===== src/rtl/xor_bram_arb_pkg.sv =====
// Shared types and helpers for the XOR BRAM port arbiter.
// Widths stay with the modules; only width-free definitions live here.
package xor_bram_arb_pkg;

  typedef enum logic {
    OP_READ  = 1'b0,
    OP_WRITE = 1'b1
  } op_e;

  // Two accesses to one word collide unless both are reads.
  function automatic logic access_conflict(input logic same_addr,
                                           input logic we_a,
                                           input logic we_b);
    return same_addr && (we_a || we_b);
  endfunction

endpackage


===== src/rtl/xor_bram_rd_tracker.sv =====
// Per-port read tracker: carries {valid, requester id} alongside the memory
// read latency and steers the returning word to its requester.
module xor_bram_rd_tracker
  import xor_bram_arb_pkg::*;
#(
  parameter  int WIDTH  = 32,
  parameter  int NREQ   = 4,
  parameter  int RD_LAT = 2,
  localparam int IW     = $clog2(NREQ)
) (
  input  logic             clk,
  input  logic             rst_n,
  input  logic             tag_valid,
  input  logic [IW-1:0]    tag_id,
  input  logic [WIDTH-1:0] mem_q,
  output logic [NREQ-1:0]  rsp_hit,
  output logic [WIDTH-1:0] rsp_q
);

  typedef struct packed {
    logic          valid;
    logic [IW-1:0] id;
  } pipe_tag_t;

  pipe_tag_t pipe [RD_LAT+1];

  // Stage 0 lines up with the registered mem_addr; the last stage lines up with mem_q.
  always_ff @(posedge clk or negedge rst_n) begin
    if (!rst_n) begin
      for (int i = 0; i <= RD_LAT; i++) pipe[i] <= '0;
    end else begin
      pipe[0] <= '{valid: tag_valid, id: tag_id};
      for (int i = 1; i <= RD_LAT; i++) pipe[i] <= pipe[i-1];
    end
  end

  always_comb begin
    rsp_hit = '0;
    if (pipe[RD_LAT].valid) rsp_hit[pipe[RD_LAT].id] = 1'b1;
  end

  assign rsp_q = mem_q;

endmodule


===== src/rtl/xor_bram_port_arbiter.sv =====
// Round-robin scheduler sharing a multi-port XOR BRAM among NREQ requesters,
// with conflict-free grants, registered port drive and read-data return.
module xor_bram_port_arbiter
  import xor_bram_arb_pkg::*;
#(
  parameter  int WIDTH  = 32,
  parameter  int DEPTH  = 1024,
  parameter  int PORTS  = 2,
  parameter  int NREQ   = 4,
  parameter  int RD_LAT = 2,
  localparam int AW     = $clog2(DEPTH),
  localparam int IW     = $clog2(NREQ)
) (
  input  logic             clk,
  input  logic             rst_n,
  input  logic [NREQ-1:0]  req_valid,
  output logic [NREQ-1:0]  req_ready,
  input  logic [NREQ-1:0]  req_we,
  input  logic [AW-1:0]    req_addr  [NREQ],
  input  logic [WIDTH-1:0] req_wdata [NREQ],
  output logic [NREQ-1:0]  rsp_valid,
  output logic [WIDTH-1:0] rsp_data  [NREQ],
  output logic [AW-1:0]    mem_addr  [PORTS],
  output logic [WIDTH-1:0] mem_d     [PORTS],
  output logic [PORTS-1:0] mem_en,
  input  logic [WIDTH-1:0] mem_q     [PORTS],
  output logic [15:0]      stall_cnt
);

  typedef struct packed {
    op_e              op;
    logic [AW-1:0]    addr;
    logic [WIDTH-1:0] wdata;
  } req_t;

  typedef struct packed {
    logic             en;
    logic [AW-1:0]    addr;
    logic [WIDTH-1:0] d;
  } port_cmd_t;

  req_t             req [NREQ];
  port_cmd_t        cmd [PORTS];
  logic [PORTS-1:0] port_used;
  logic [PORTS-1:0] port_rd;
  logic [IW-1:0]    port_id [PORTS];
  logic [NREQ-1:0]  grant;
  logic [IW-1:0]    rr_ptr;
  logic [IW-1:0]    rr_next;
  logic [NREQ-1:0]  hit [PORTS];
  logic [WIDTH-1:0] trk_q [PORTS];
  logic [NREQ-1:0]  rsp_set;
  logic [WIDTH-1:0] rsp_next [NREQ];

  always_comb begin
    for (int i = 0; i < NREQ; i++) begin
      req[i] = '{op: op_e'(req_we[i]), addr: req_addr[i], wdata: req_wdata[i]};
    end
  end

  // Scan from rr_ptr; the k-th accepted request lands on port k.
  always_comb begin
    int            used;
    logic [IW-1:0] idx;
    logic          clash;
    grant     = '0;
    rr_next   = rr_ptr;
    port_used = '0;
    port_rd   = '0;
    used      = 0;
    idx       = '0;
    clash     = 1'b0;
    for (int p = 0; p < PORTS; p++) begin
      cmd[p]     = '0;
      port_id[p] = '0;
    end
    for (int k = 0; k < NREQ; k++) begin
      idx   = IW'((int'(rr_ptr) + k) % NREQ);
      clash = 1'b0;
      for (int j = 0; j < NREQ; j++) begin
        if (grant[j] && access_conflict(req[j].addr == req[idx].addr,
                                        req[j].op == OP_WRITE,
                                        req[idx].op == OP_WRITE))
          clash = 1'b1;
      end
      if (req_valid[idx] && (used < PORTS) && !clash) begin
        grant[idx] = 1'b1;
        for (int p = 0; p < PORTS; p++) begin
          if (used == p) begin
            cmd[p]       = '{en: req[idx].op == OP_WRITE, addr: req[idx].addr, d: req[idx].wdata};
            port_used[p] = 1'b1;
            port_rd[p]   = req[idx].op == OP_READ;
            port_id[p]   = idx;
          end
        end
        rr_next = IW'((int'(idx) + 1) % NREQ);
        used    = used + 1;
      end
    end
  end

  assign req_ready = grant;

  // Idle ports drop the write enable but keep their last address and data.
  always_ff @(posedge clk or negedge rst_n) begin
    if (!rst_n) begin
      rr_ptr    <= '0;
      mem_en    <= '0;
      stall_cnt <= '0;
      for (int p = 0; p < PORTS; p++) begin
        mem_addr[p] <= '0;
        mem_d[p]    <= '0;
      end
    end else begin
      rr_ptr <= rr_next;
      for (int p = 0; p < PORTS; p++) begin
        mem_en[p] <= cmd[p].en;
        if (port_used[p]) begin
          mem_addr[p] <= cmd[p].addr;
          mem_d[p]    <= cmd[p].d;
        end
      end
      if (|(req_valid & ~req_ready) && (stall_cnt != 16'hFFFF))
        stall_cnt <= stall_cnt + 16'd1;
    end
  end

  for (genvar p = 0; p < PORTS; p++) begin : g_trk
    xor_bram_rd_tracker #(
      .WIDTH (WIDTH),
      .NREQ  (NREQ),
      .RD_LAT(RD_LAT)
    ) u_trk (
      .clk      (clk),
      .rst_n    (rst_n),
      .tag_valid(port_rd[p]),
      .tag_id   (port_id[p]),
      .mem_q    (mem_q[p]),
      .rsp_hit  (hit[p]),
      .rsp_q    (trk_q[p])
    );
  end

  // A requester holds at most one read per cycle, so at most one port hits it.
  always_comb begin
    rsp_set = '0;
    for (int i = 0; i < NREQ; i++) rsp_next[i] = '0;
    for (int p = 0; p < PORTS; p++) begin
      for (int i = 0; i < NREQ; i++) begin
        if (hit[p][i]) begin
          rsp_set[i]  = 1'b1;
          rsp_next[i] = trk_q[p];
        end
      end
    end
  end

  always_ff @(posedge clk or negedge rst_n) begin
    if (!rst_n) begin
      rsp_valid <= '0;
      for (int i = 0; i < NREQ; i++) rsp_data[i] <= '0;
    end else begin
      rsp_valid <= rsp_set;
      for (int i = 0; i < NREQ; i++) begin
        if (rsp_set[i]) rsp_data[i] <= rsp_next[i];
      end
    end
  end

endmodule


===== config.mk =====
export PLATFORM = sky130hd
export DESIGN_NAME = xor_bram_port_arbiter
export DESIGN_NICKNAME = d
export VERILOG_FILES = /design/src/rtl/xor_bram_arb_pkg.sv /design/src/rtl/xor_bram_rd_tracker.sv /design/src/rtl/xor_bram_port_arbiter.sv
export SDC_FILE = /design/constraint.sdc
export NUM_CORES = 1
export LEC_CHECK = 0
export CORE_MARGIN = 2
export CORE_UTILIZATION = 45
export DETAILED_ROUTE_END_ITERATION = 10
export PLACE_DENSITY = 0.78
export SLEW_MARGIN = 20
export SYNTH_ARGS = -nofsm -noshare
export SYNTH_HDL_FRONTEND = slang
export SYNTH_HIERARCHICAL = 1
export SYNTH_SLANG_ARGS = --single-unit

===== constraint.sdc =====
create_clock -name clk -period 9.5 [get_ports clk]
set_input_delay 1.425 -clock clk [delete_from_list [all_inputs] [get_ports clk]]
set_output_delay 1.425 -clock clk [all_outputs]
set_load 0.01 [all_outputs]

==> results.cfg <==
[placement]
post-dp-hpwl_um = 54100
gp_congestion = 0.998
io_buffers = 479

[detailed_routing]
vias_per_cell = 6.42
drtAntennaViolNets = 0
wl_um = 79100
dr.first_iter.drc_count = 1976
first_pass_iters = 5
via_count = 19800
drcViolationCount = 0
wire_per_inst_um = 25.6

[critical_path]
worstPathBufferInverterCount = 4
critPathRequiredTime_ns = 8.08
arrival_ns = 7.14
timing.critical_path.mode_cell = inv_2
worstPathMaxFanout = 69
crit_chain = buf_4, mux2i_1, xnor2_1, nor2_1, a41oi_1, o22ai_1, or3_1, inv_2, ha_1, a211oi_1, o31ai_2, a2111oi_2, o21ai_4, inv_2, fa_1, nor2b_1, o2111a_1, o21ai_2, nor3b_4, nand2_1, o2111ai_1, clkdlybuf4s50_1
crit_slowest_cell = dfrtp_4
worstSetupPathType = reg2out
startpoint_type = flop
crit_family = buffers and inverters
rrSetupSlack_ns = 2.10
max_stage_delay_ns = 0.96
end_kind = output pin

[final_layout]
nFillCells = 3968
fin_nets = 2709
finalCoreUtilization_pct = 57.1
drive_gt1_share_pct = 12.8
synthToLayoutAreaGrowth_pct = 25.8

[die]
die_h_um = 221
ioPinCount = 480
num_rows = 79
die_area_um2 = 48600
initial_core_util_pct = 45.4
core_area_um2 = 46500
die_x_um = 221

[synth]
synth_top_area_cell = dfrtp_1
synth_warnings = 6
syn_avg_cell_area_um2 = 9.61
yosysSeqAreaShare_pct = 30.1
synth_edf_count = 0
synth_area_leaders = dfrtp_1, mux4_2, mux2i_1
synth_common_cells = nand2_1, dfrtp_1, mux2i_1
async_reset_ff_share_pct = 100
synthCells = 2194
synth_top_area_share_pct = 30.1
yosys_most_used_dff = dfrtp_1
yosysMostFrequentCell = nand2_1
ys_types = 93
syn_area_um2 = 21100
synth_nets = 2447
ys_ff_latch = 254

[sta]
rsz0062_at_grt = no
relSlewSlack_pct = 26.8
fin_crit_ns = 8.56
finalSetupViolCount = 0
finClkSkew_ns = 0.0134
min_period_over_period_pct = 90.1
slew_violations = 0
worstMarginPinSlew_ns = 1.10
fmax_ghz = 0.117
tns_ns = 0
finalHoldViolCount = 0

[clock_tree]
clk_latency_ns = 0.59
h-tree-depth = 1
cts-buffers-inserted = 31
cts_setup_buffers = 0
cts_tree = built
path_clk_slew_ns = 0.06
hold_buffers = 0
clock-root-buffer = clkbuf_16
cts_sinks = 254
ctsResizeCount = 0
clock_path_buffers = 3

[power]
irDropWorstVdd_mv = 0.422
powerDensity_nw_per_um2 = 419
p_leak_nw = 10.3

[grt]
antenna_found_initial = 6
grt_usage_pct = 31.5
grt_pass1_wl_um = 118000
gr-total-overflow = 0
grt_pass1_vias = 19300
grt_start_max_net_pins = 147

[job]
maxCapViolCount = 0

[min_path]
hold_path_class = reg2reg

[status]
outcome = finished clean
-- layout by cell type (no fill, tap or decap), types with 18 or more instances in the layout --
cell,instances
and3_1,84
clkdlybuf4s50_1,478
a21oi_1,76
a31oi_1,52
buf_4,35
o21ai_0,199
nor4_1,18
dfrtp_1,252
xnor2_1,67
o21ai_1,32
nor2_1,59
xor2_1,56
nand2_1,337
mux2i_1,212
a211oi_1,39
clkbuf_16,31
mux4_2,161
nor3_1,19
-- worst reg2reg max path, cell delays in order (launching register included) --
cell and delay, ns:
dfrtp_4 0.96, buf_4 0.85, mux2i_1 0.58, xnor2_1 0.19, nor2_1 0.07, a41oi_1 0.31, o22ai_1 0.12, or3_1 0.35
inv_2 0.08, ha_1 0.21, a211oi_1 0.07, o31ai_2 0.15, a2111oi_2 0.12, o21ai_4 0.14, inv_2 0.18, fa_1 0.40
nor2b_1 0.12, o2111a_1 0.24, o21ai_2 0.12, nor3b_4 0.41, and3b_2 1.01, buf_4 0.43, nand2_1 0.10, o21ai_0 0.10
-- final cells by class --
type	instances	area [um^2]	share of cell area, %
tap	607	759	2.86
inverter	19	71.3	0.269
sequential	254	6360	24.0
multi-input combinational	1633	13200	49.6
clock buffer	40	840	3.17
antenna	3	7.51	0.0283
timing repair buffer	517	5100	19.2
clock inverter	16	215	0.811
-- stage by stage --
stage | instances | cell area, um^2 | total power [mW] | hold WS [ns] | setup slack, ns
6_report | 3089 | 26500 | 11.1 | 0.345 | 0.936
5_1_grt | 3087 | 26500 | 11.8 | 0.353 | 0.561
4_1_cts | 3086 | 26500 | 11.1 | 0.347 | 1.04
3_5_place_dp | 3030 | 25500 | 9.77 | 0.335 | 1.23
3_3_place_gp | 3030 | 25500 | 9.60 | 0.332 | 1.19
2_1_floorplan | 2194 | 21100 | 7.07 | 0.331 | 2.15
-- where the power goes --
group          total [mW]  switching [mW]  internal (mW)
registers            2.06           0.381           1.68
logic                7.82            4.43           3.39
clock network        1.24           0.505          0.736
-- routing by layer --
metal / vias up / track usage [%] / routed length [um]
li1: 8563 / - / -
met1: 9825 / 40.6 / 30200
met2: 1207 / 50.8 / 37100
met3: 227 / 7.41 / 8280
met4: 10 / 13.6 / 3420
met5: - / 0 / 69
-- kinds of logic (layout without fill, tap and decap cells) --
group | count (synthesis) | in the layout | synth area share, %
AND/OR/NAND/NOR | 615 | 615 | 13.9
flip-flops | 254 | 254 | 30.1
buffers and inverters | 307 | 592 | 7.74
multiplexers | 387 | 387 | 28.1
adder cells (fa/ha/maj) | 11 | 11 | 0.688
other | 0 | 3 | 0
XOR/XNOR | 124 | 124 | 5.18
AO/OA/AOI/OAI | 496 | 496 | 14.3
-- sequential cells by signal, summed over array words and instances (netlist names) --
signal	count
rsp_data	128
mem_d	64
mem_addr	20
g_trk.u_trk/pipe	18
stall_cnt	16
rsp_valid	4
mem_en	2
rr_ptr	2
-- worst paths after layout --
| kind | from | endpoint | depth (start not counted) |
|---|---|---|---|
| worst min register to register | g_trk[0].u_trk/pipe[4] | g_trk[0].u_trk/pipe[1] | 0 |
| max in group asynchronous | rst_n | mem_addr[19] | 2 |
| min in group asynchronous | rst_n | stall_cnt[12] | 1 |
| worst max register to register | rr_ptr[0] | mem_d[47] | 23 |
| worst max-delay path | rr_ptr[0] | req_ready[2] | 22 |
| worst min-delay path | g_trk[0].u_trk/pipe[4] | g_trk[0].u_trk/pipe[1] | 0 |
Power figures use the tool's default switching activity.
